### src/rtl/uart_axil_fifo_wrap_if.sv
// AXI4-Lite channel bundle between the SoC interconnect and the UART register block.
interface uart_axil_fifo_wrap_if #(
   parameter int ADDR_WIDTH = 32,
   parameter int DATA_WIDTH = 32
);
   logic [ADDR_WIDTH-1:0] awaddr;
   logic                  awvalid;
   logic                  awready;
   logic [DATA_WIDTH-1:0] wdata;
   logic                  wvalid;
   logic                  wready;
   logic [1:0]            bresp;
   logic                  bvalid;
   logic                  bready;
   logic [ADDR_WIDTH-1:0] araddr;
   logic                  arvalid;
   logic                  arready;
   logic [DATA_WIDTH-1:0] rdata;
   logic [1:0]            rresp;
   logic                  rvalid;
   logic                  rready;

   modport master (
      output awaddr, awvalid, wdata, wvalid, bready, araddr, arvalid, rready,
      input  awready, wready, bresp, bvalid, arready, rdata, rresp, rvalid
   );

   modport slave (
      input  awaddr, awvalid, wdata, wvalid, bready, araddr, arvalid, rready,
      output awready, wready, bresp, bvalid, arready, rdata, rresp, rvalid
   );
endinterface

### src/rtl/uart_axil_fifo_wrap.sv
// AXI4-Lite register block fronting a UART TX/RX core pair: TX/RX FIFOs,
// a one-byte-at-a-time TX drain FSM, sticky RX overrun, flush control,
// fill levels and a masked level-sensitive interrupt.
module uart_axil_fifo_wrap #(
   parameter int ADDR_WIDTH = 32,
   parameter int DATA_WIDTH = 32,
   parameter int TX_DEPTH   = 16,
   parameter int RX_DEPTH   = 16,
   parameter int BAUD_W     = 3
) (
   input  logic                clk,
   input  logic                rst,
   uart_axil_fifo_wrap_if.slave s_axil,
   output logic [7:0]          uart_tx_data,
   output logic                uart_tx_start,
   input  logic                uart_tx_busy,
   input  logic [7:0]          uart_rx_data,
   input  logic                uart_rx_valid,
   output logic [BAUD_W-1:0]   baud_sel,
   output logic                irq
);
   localparam int TX_AW = $clog2(TX_DEPTH);
   localparam int RX_AW = $clog2(RX_DEPTH);
   localparam int TX_CW = TX_AW + 1;
   localparam int RX_CW = RX_AW + 1;

   localparam logic [7:0] A_TXDATA = 8'h00;
   localparam logic [7:0] A_RXDATA = 8'h04;
   localparam logic [7:0] A_STATUS = 8'h08;
   localparam logic [7:0] A_BAUD   = 8'h0C;
   localparam logic [7:0] A_IRQEN  = 8'h10;
   localparam logic [7:0] A_CTRL   = 8'h14;
   localparam logic [7:0] A_LEVEL  = 8'h18;

   localparam logic [1:0] RESP_OKAY   = 2'b00;
   localparam logic [1:0] RESP_SLVERR = 2'b10;

   typedef enum logic [1:0] {TX_IDLE, TX_LAUNCH, TX_SETTLE, TX_WAIT} tx_state_t;
   tx_state_t tx_state;

   logic                  bvalid_q;
   logic [1:0]            bresp_q;
   logic                  rvalid_q;
   logic [1:0]            rresp_q;
   logic [DATA_WIDTH-1:0] rdata_q;
   logic [BAUD_W-1:0]     baud_q;
   logic [2:0]            irq_en_q;
   logic                  rx_overrun_q;
   logic                  flush_tx_q;
   logic                  flush_rx_q;
   logic                  irq_q;

   logic [7:0]       tx_mem [TX_DEPTH];
   logic [TX_AW-1:0] tx_wr_ptr, tx_rd_ptr;
   logic [TX_CW-1:0] tx_count;
   logic [7:0]       rx_mem [RX_DEPTH];
   logic [RX_AW-1:0] rx_wr_ptr, rx_rd_ptr;
   logic [RX_CW-1:0] rx_count;

   logic tx_full, tx_empty, rx_full, rx_empty;
   logic [5:0] status;

   logic [7:0]            wr_addr, rd_addr;
   logic                  wr_hs, wr_err, wr_apply, tx_push, tx_pop;
   logic                  rd_hs, rd_err, rx_pop, rx_push, rx_drop;
   logic [DATA_WIDTH-1:0] rd_data_d;
   logic                  unused_bits;

   assign tx_full  = (tx_count == TX_CW'(TX_DEPTH));
   assign tx_empty = (tx_count == '0);
   assign rx_full  = (rx_count == RX_CW'(RX_DEPTH));
   assign rx_empty = (rx_count == '0);

   assign status = {rx_overrun_q, rx_full, tx_empty, tx_full, ~rx_empty,
                    (tx_state != TX_IDLE) | uart_tx_busy};

   assign wr_addr = s_axil.awaddr[7:0];
   assign rd_addr = s_axil.araddr[7:0];

   // A write is taken only when both address and data are offered and no response is pending
   assign wr_hs    = s_axil.awvalid & s_axil.wvalid & ~bvalid_q;
   assign wr_apply = wr_hs & ~wr_err;
   assign tx_push  = wr_apply & (wr_addr == A_TXDATA);

   // The drain FSM takes the head byte on its way out of IDLE; a pending flush blocks it
   assign tx_pop = (tx_state == TX_IDLE) & ~tx_empty & ~flush_tx_q;

   assign rd_hs   = s_axil.arvalid & ~rvalid_q;
   assign rx_pop  = rd_hs & (rd_addr == A_RXDATA) & ~rx_empty;
   assign rx_push = uart_rx_valid & (~rx_full | rx_pop);
   assign rx_drop = uart_rx_valid & rx_full & ~rx_pop & ~flush_rx_q;

   assign unused_bits = ^{s_axil.awaddr[ADDR_WIDTH-1:8], s_axil.araddr[ADDR_WIDTH-1:8],
                          s_axil.wdata[DATA_WIDTH-1:8]};

   assign s_axil.awready = wr_hs;
   assign s_axil.wready  = wr_hs;
   assign s_axil.bvalid  = bvalid_q;
   assign s_axil.bresp   = bresp_q;
   assign s_axil.arready = rd_hs;
   assign s_axil.rvalid  = rvalid_q;
   assign s_axil.rresp   = rresp_q;
   assign s_axil.rdata   = rdata_q;
   assign baud_sel       = baud_q;
   assign irq            = irq_q;

   // Write decode: unmapped, read-only and full-TX writes are rejected with no side effect
   always_comb begin
      wr_err = 1'b0;
      case (wr_addr)
         A_TXDATA:                          wr_err = tx_full;
         A_STATUS, A_BAUD, A_IRQEN, A_CTRL: wr_err = 1'b0;
         default:                           wr_err = 1'b1;
      endcase
   end

   // Read mux: the value captured into rdata on the address handshake
   always_comb begin
      rd_data_d = '0;
      rd_err    = 1'b0;
      case (rd_addr)
         A_TXDATA: rd_data_d = '0;
         A_RXDATA: begin
            if (rx_empty) rd_err = 1'b1;
            else          rd_data_d[7:0] = rx_mem[rx_rd_ptr];
         end
         A_STATUS: rd_data_d[5:0] = status;
         A_BAUD:   rd_data_d[BAUD_W-1:0] = baud_q;
         A_IRQEN:  rd_data_d[2:0] = irq_en_q;
         A_CTRL:   rd_data_d = '0;
         A_LEVEL: begin
            rd_data_d[15:8] = 8'(rx_count);
            rd_data_d[7:0]  = 8'(tx_count);
         end
         default:  rd_err = 1'b1;
      endcase
   end

   // Write response: raised the cycle after the handshake, held until the master accepts it
   always_ff @(posedge clk or posedge rst) begin
      if (rst) begin
         bvalid_q <= 1'b0;
         bresp_q  <= RESP_OKAY;
      end else if (wr_hs) begin
         bvalid_q <= 1'b1;
         bresp_q  <= wr_err ? RESP_SLVERR : RESP_OKAY;
      end else if (s_axil.bready) begin
         bvalid_q <= 1'b0;
      end
   end

   // Read response: data and status frozen from the handshake until rready
   always_ff @(posedge clk or posedge rst) begin
      if (rst) begin
         rvalid_q <= 1'b0;
         rresp_q  <= RESP_OKAY;
         rdata_q  <= '0;
      end else if (rd_hs) begin
         rvalid_q <= 1'b1;
         rresp_q  <= rd_err ? RESP_SLVERR : RESP_OKAY;
         rdata_q  <= rd_data_d;
      end else if (s_axil.rready) begin
         rvalid_q <= 1'b0;
      end
   end

   // Control registers, one-cycle flush pulses and the sticky overrun flag (new overrun beats clear)
   always_ff @(posedge clk or posedge rst) begin
      if (rst) begin
         baud_q       <= '0;
         irq_en_q     <= '0;
         flush_tx_q   <= 1'b0;
         flush_rx_q   <= 1'b0;
         rx_overrun_q <= 1'b0;
      end else begin
         flush_tx_q <= wr_apply & (wr_addr == A_CTRL) & s_axil.wdata[0];
         flush_rx_q <= wr_apply & (wr_addr == A_CTRL) & s_axil.wdata[1];
         if (wr_apply && wr_addr == A_BAUD)  baud_q   <= s_axil.wdata[BAUD_W-1:0];
         if (wr_apply && wr_addr == A_IRQEN) irq_en_q <= s_axil.wdata[2:0];
         if (rx_drop)
            rx_overrun_q <= 1'b1;
         else if (wr_apply && wr_addr == A_STATUS && s_axil.wdata[5])
            rx_overrun_q <= 1'b0;
      end
   end

   // TX FIFO: bus pushes, drain FSM pops, flush wins over both
   always_ff @(posedge clk or posedge rst) begin
      if (rst) begin
         tx_wr_ptr <= '0;
         tx_rd_ptr <= '0;
         tx_count  <= '0;
         for (int i = 0; i < TX_DEPTH; i++) tx_mem[i] <= '0;
      end else if (flush_tx_q) begin
         tx_wr_ptr <= '0;
         tx_rd_ptr <= '0;
         tx_count  <= '0;
      end else begin
         if (tx_push) begin
            tx_mem[tx_wr_ptr] <= s_axil.wdata[7:0];
            tx_wr_ptr         <= tx_wr_ptr + TX_AW'(1);
         end
         if (tx_pop) tx_rd_ptr <= tx_rd_ptr + TX_AW'(1);
         case ({tx_push, tx_pop})
            2'b10:   tx_count <= tx_count + TX_CW'(1);
            2'b01:   tx_count <= tx_count - TX_CW'(1);
            default: tx_count <= tx_count;
         endcase
      end
   end

   // RX FIFO: a full FIFO still accepts a byte when a read pops on the same cycle
   always_ff @(posedge clk or posedge rst) begin
      if (rst) begin
         rx_wr_ptr <= '0;
         rx_rd_ptr <= '0;
         rx_count  <= '0;
         for (int i = 0; i < RX_DEPTH; i++) rx_mem[i] <= '0;
      end else if (flush_rx_q) begin
         rx_wr_ptr <= '0;
         rx_rd_ptr <= '0;
         rx_count  <= '0;
      end else begin
         if (rx_push) begin
            rx_mem[rx_wr_ptr] <= uart_rx_data;
            rx_wr_ptr         <= rx_wr_ptr + RX_AW'(1);
         end
         if (rx_pop) rx_rd_ptr <= rx_rd_ptr + RX_AW'(1);
         case ({rx_push, rx_pop})
            2'b10:   rx_count <= rx_count + RX_CW'(1);
            2'b01:   rx_count <= rx_count - RX_CW'(1);
            default: rx_count <= rx_count;
         endcase
      end
   end

   // TX drain FSM: start is high only in LAUNCH, data holds until the next launch, busy ignored in SETTLE
   always_ff @(posedge clk or posedge rst) begin
      if (rst) begin
         tx_state      <= TX_IDLE;
         uart_tx_data  <= '0;
         uart_tx_start <= 1'b0;
      end else begin
         uart_tx_start <= 1'b0;
         case (tx_state)
            TX_IDLE: begin
               if (tx_pop) begin
                  uart_tx_data  <= tx_mem[tx_rd_ptr];
                  uart_tx_start <= 1'b1;
                  tx_state      <= TX_LAUNCH;
               end
            end
            TX_LAUNCH: tx_state <= TX_SETTLE;
            TX_SETTLE: tx_state <= TX_WAIT;
            TX_WAIT:   if (!uart_tx_busy) tx_state <= TX_IDLE;
            default:   tx_state <= TX_IDLE;
         endcase
      end
   end

   // Interrupt: level of the enabled sources, registered once
   always_ff @(posedge clk or posedge rst) begin
      if (rst) irq_q <= 1'b0;
      else     irq_q <= |(irq_en_q & {rx_overrun_q, tx_empty, ~rx_empty});
   end
endmodule
### src/flat_wrapper.sv
// flat-port wrapper written by rule: the top's interface ports become plain ports
module uart_axil_fifo_wrap_flat 
#(
   parameter int ADDR_WIDTH = 32,
   parameter int DATA_WIDTH = 32,
   parameter int TX_DEPTH   = 16,
   parameter int RX_DEPTH   = 16,
   parameter int BAUD_W     = 3
)
  (clk, rst, uart_tx_data, uart_tx_start, uart_tx_busy, uart_rx_data, uart_rx_valid, baud_sel, irq, s_axil_awaddr, s_axil_awvalid, s_axil_wdata, s_axil_wvalid, s_axil_bready, s_axil_araddr, s_axil_arvalid, s_axil_rready, s_axil_awready, s_axil_wready, s_axil_bresp, s_axil_bvalid, s_axil_arready, s_axil_rdata, s_axil_rresp, s_axil_rvalid);
  uart_axil_fifo_wrap_if #(.ADDR_WIDTH(ADDR_WIDTH), .DATA_WIDTH(DATA_WIDTH)) s_axil_i ();
  input  logic clk;
  input  logic rst;
  output logic [7:0] uart_tx_data;
  output logic uart_tx_start;
  input  logic uart_tx_busy;
  input  logic [7:0] uart_rx_data;
  input  logic uart_rx_valid;
  output logic [BAUD_W-1:0] baud_sel;
  output logic irq;
  input wire logic [$bits(s_axil_i.awaddr)-1:0] s_axil_awaddr;
  input wire logic [$bits(s_axil_i.awvalid)-1:0] s_axil_awvalid;
  input wire logic [$bits(s_axil_i.wdata)-1:0] s_axil_wdata;
  input wire logic [$bits(s_axil_i.wvalid)-1:0] s_axil_wvalid;
  input wire logic [$bits(s_axil_i.bready)-1:0] s_axil_bready;
  input wire logic [$bits(s_axil_i.araddr)-1:0] s_axil_araddr;
  input wire logic [$bits(s_axil_i.arvalid)-1:0] s_axil_arvalid;
  input wire logic [$bits(s_axil_i.rready)-1:0] s_axil_rready;
  output wire logic [$bits(s_axil_i.awready)-1:0] s_axil_awready;
  output wire logic [$bits(s_axil_i.wready)-1:0] s_axil_wready;
  output wire logic [$bits(s_axil_i.bresp)-1:0] s_axil_bresp;
  output wire logic [$bits(s_axil_i.bvalid)-1:0] s_axil_bvalid;
  output wire logic [$bits(s_axil_i.arready)-1:0] s_axil_arready;
  output wire logic [$bits(s_axil_i.rdata)-1:0] s_axil_rdata;
  output wire logic [$bits(s_axil_i.rresp)-1:0] s_axil_rresp;
  output wire logic [$bits(s_axil_i.rvalid)-1:0] s_axil_rvalid;
  assign s_axil_i.awaddr = s_axil_awaddr;
  assign s_axil_i.awvalid = s_axil_awvalid;
  assign s_axil_i.wdata = s_axil_wdata;
  assign s_axil_i.wvalid = s_axil_wvalid;
  assign s_axil_i.bready = s_axil_bready;
  assign s_axil_i.araddr = s_axil_araddr;
  assign s_axil_i.arvalid = s_axil_arvalid;
  assign s_axil_i.rready = s_axil_rready;
  assign s_axil_awready = s_axil_i.awready;
  assign s_axil_wready = s_axil_i.wready;
  assign s_axil_bresp = s_axil_i.bresp;
  assign s_axil_bvalid = s_axil_i.bvalid;
  assign s_axil_arready = s_axil_i.arready;
  assign s_axil_rdata = s_axil_i.rdata;
  assign s_axil_rresp = s_axil_i.rresp;
  assign s_axil_rvalid = s_axil_i.rvalid;
  uart_axil_fifo_wrap #(.ADDR_WIDTH(ADDR_WIDTH), .DATA_WIDTH(DATA_WIDTH), .TX_DEPTH(TX_DEPTH), .RX_DEPTH(RX_DEPTH), .BAUD_W(BAUD_W)) u_core (.clk(clk), .rst(rst), .s_axil(s_axil_i), .uart_tx_data(uart_tx_data), .uart_tx_start(uart_tx_start), .uart_tx_busy(uart_tx_busy), .uart_rx_data(uart_rx_data), .uart_rx_valid(uart_rx_valid), .baud_sel(baud_sel), .irq(irq));
endmodule
### config.mk
export PLATFORM = sky130hd
export DESIGN_NAME = uart_axil_fifo_wrap_flat
export DESIGN_NICKNAME = d
export VERILOG_FILES = /design/src/rtl/uart_axil_fifo_wrap_if.sv /design/src/rtl/uart_axil_fifo_wrap.sv /design/src/flat_wrapper.sv
export SDC_FILE = /design/constraint.sdc
export NUM_CORES = 1
export LEC_CHECK = 0
export ABC_CLOCK_PERIOD_IN_PS = 15000
export CAP_MARGIN = 20
export CELL_PAD_IN_SITES_DETAIL_PLACEMENT = 1
export CELL_PAD_IN_SITES_GLOBAL_PLACEMENT = 1
export CORE_MARGIN = 3
export CORE_UTILIZATION = 45
export DETAILED_ROUTE_END_ITERATION = 10
export PLACE_DENSITY = 0.87
export SLEW_MARGIN = 20
export SYNTH_ARGS = -nofsm -noshare
export SYNTH_HDL_FRONTEND = slang
export SYNTH_SLANG_ARGS = --single-unit
### constraint.sdc
create_clock -name clk -period 15 [get_ports clk]
set_input_delay 3 -clock clk [delete_from_list [all_inputs] [get_ports clk]]
set_output_delay 3 -clock clk [all_outputs]
set_load 0.005 [all_outputs]
==> results.yml <==
status:
  status: "finished, final reports clean"
timing:
  slew_headroom: 0.301
  fin_setup_tns_ns: 0
  hold_violations: 0
  finClkSkew_ns: 0.0136
  timing.fmax_mhz: 130
  finalCritPeriodShare: 0.513
  setup_viol: 0
  fin_crit_ns: 7.69
  report.final.slew_viol_count: 0
  worstMarginPinSlew_ns: 1.05
  rsz0062_at_grt: "false"
  setup_ws_ns: 7.31
setup_path:
  cpPeakStageDelay_ns: 0.54
  cp_num_cells: 4
  path_delay_family: "buffers and inverters"
  reg2regPathDepth: 12
  crit_type: "in2out"
  crit_top_cell: "clkdlybuf4s50_1"
  reg2reg_to: "u_core.rx_count[4]"
  cp-startpoint: "s_axil_arvalid"
  rr_startpoint: "u_core.s_axil.rvalid"
  cp.required_ns: 12.00
  worstSetupEndpointType: "output pin"
  crit_arrival_ns: 4.69
  cp_max_fo: 22
  crit_buf_inv: 3
  crit_chain: "clkdlybuf4s50_1 -> nand2_1 -> inv_1 -> clkdlybuf4s50_1"
  slowest_stage: "clkdlybuf4s50_1"
  crit_path_start_kind: "input pin"
  ff2ff_setup_slack_ns: 11.12
power:
  leakage_nw: 8.23
  ir_drop_mv: 0.0937
  powerDensity_mw_per_mm2: 164
global_routing:
  overflow: 0
  grt_pass1_vias: 10793
  track_usage: 0.223
  antenna_found_initial: 0
  grt_max_degree: 196
  grt_pass1_wl_um: 63900
synth:
  synth_xor_area_frac: 0.00900
  synth_edf_count: 0
  synthMuxAreaShare: 0.305
  synthSimpleGateAreaFrac: 0.0725
  synthArstFlopShare: 1.00
  synth_top_flop_cell: "dfrtp_1"
  syn_inst: 1119
  synth_top_family_by_area: "multiplexers"
  ys_types: 66
  synth-seq-area-share: 0.514
  synth_compound_area_frac: 0.0414
  avgSynthCellArea_sq_um: 13.9
  ys_ff_latch: 320
  synth-adder-area-share: 0.0190
  ys_warn_count: 0
  synth_area_sq_mm: 0.0156
floorplanning:
  dieWidth_um: 192
  coreArea_sq_mm: 0.0338
  die_area_sq_mm: 0.0369
  die_h_um: 192
  start_util: 0.461
  fp-row-count: 67
  ios: 167
route:
  drtIter0Drc: 656
  vias: 9506
  wl_per_cell_um: 24.6
  wl_um: 40000
  drc_errors: 0
  first_pass_iters: 4
  antenna_left: 0
  vias_per_cell: 5.84
clock_tree:
  tritoncts: "done"
  cts_setup_buffers: 0
  cts_hold_buf: 0
  htreeDepth: 2
  clk-insertion-delay-late_ns: 0.53
  cts_resized: 0
  cts.clk_slew.worst_paths_ns: 0.05
  numClockSinks: 320
  cts_root_buf: "clkbuf_16"
  clockBufferDepth: 3
  cts_buffers: 36
final_layout:
  register_area_sq_mm: 0.00801
  final_net_count: 1292
  drive_gt1_frac: 0.292
  layout_commonest_cell: "dfrtp_1"
  layout.cells.most_common_list: "dfrtp_1 (318), mux2_2 (155), mux2_1 (99)"
  n_antenna_cell: 0
  area_growth_pct: 13.7
  multi_input_area_sq_mm: 0.00703
  num-fill-cells: 3268
  stdcell_area_sq_mm: 0.0177
place:
  dpl_worst_slack_ns: 7.29
  dp_hpwl_um: 25400
  port_buffers: 73
  placed_area_sq_mm: 0.0165
  gp_congestion: 0.791
worst_hold_path:
  holdPathEnd: "u_core.rx_mem[119]"
  hp-start: "u_core.rx_mem[119]"
  hp-class: "reg2reg"
  hold_depth: 1
job:
  cap_violations: 0
-- layout make-up --
type / instances / share of cell area
clock buffer: 48 / 0.0592
timing repair buffer: 79 / 0.0445
clock inverter: 13 / 0.00990
inverter: 20 / 0.00467
tap: 448 / 0.0317
sequential: 320 / 0.453
multi-input combinational: 699 / 0.397
-- metrics by stage --
stage | instances | total power [W] | utilization | hold slack [ns]
final | 1627 | 0.00290 | 0.524 | 0.483
after global routing | 1627 | 0.00305 | 0.524 | 0.496
after CTS | 1627 | 0.00292 | 0.524 | 0.488
after detailed placement | 1566 | 0.00197 | 0.488 | 0.475
after global placement | 1566 | 0.00190 | 0.488 | 0.463
after floorplan | 1139 | 0.00175 | - | 0.453
-- registers in the layout, indices dropped and copies added (netlist names), 5 cells and up --
signal               count
u_core.rx_mem          128
u_core.tx_mem          128
u_core.s_axil.rdata     13
u_core.uart_tx_data      8
u_core.rx_count          5
u_core.tx_count          5
-- cell usage after synthesis (6+ instances only) --
library cell / count / share of area
dfrtp_1: 320 / 0.51
nand2_2: 10 / 0.0040
clkbuf_1: 39 / 0.0094
mux4_2: 65 / 0.094
nand2b_1: 8 / 0.0032
mux2i_1: 6 / 0.0039
ha_1: 22 / 0.018
o221a_2: 8 / 0.0058
and3_1: 21 / 0.0084
mux2_2: 155 / 0.11
nand4_1: 6 / 0.0024
nand2_1: 46 / 0.011
buf_2: 24 / 0.0077
nor2b_1: 14 / 0.0056
inv_1: 18 / 0.0043
mux2_4: 24 / 0.023
nor3_1: 8 / 0.0026
buf_4: 32 / 0.015
a21oi_1: 24 / 0.0077
a22o_1: 7 / 0.0039
xor2_1: 8 / 0.0045
nand3_1: 13 / 0.0042
a22oi_1: 16 / 0.0077
and2_1: 6 / 0.0024
o21ai_0: 15 / 0.0048
xnor2_1: 8 / 0.0045
mux2_1: 99 / 0.072
nor2_1: 38 / 0.0092
-- where the power goes --
group          total, W  switching, W  internal, W
logic          0.000744      0.000348     0.000396
registers       0.00123      0.000158      0.00107
clock network  0.000923      0.000364     0.000558
-- cells by family (layout without fill, tap and decap cells) --
logic type,after synthesis,count (layout)
buf+inv,120,160
flops,320,320
xor+xnor,16,16
simple gates,201,201
other cells,1,21
fa+ha+maj,23,23
compound gates,89,89
mux,349,349
-- per-layer routing --
layer  GRT usage  vias up  share of wire
li1            -     4099              -
met1       0.281     5082           0.41
met2       0.402      255           0.52
met3      0.0341       70          0.044
met4      0.0602        0          0.021
met5           0        -              0
-- worst max path at each step --
stage	to
5_1_grt	s_axil_arready
4_1_cts	s_axil_arready
3_5_place_dp	s_axil_arready
6_report	s_axil_arready
2_1_floorplan	u_core.baud_sel[0]
3_3_place_gp	s_axil_arready
No activity file was read; power rests on OpenSTA's default activity.
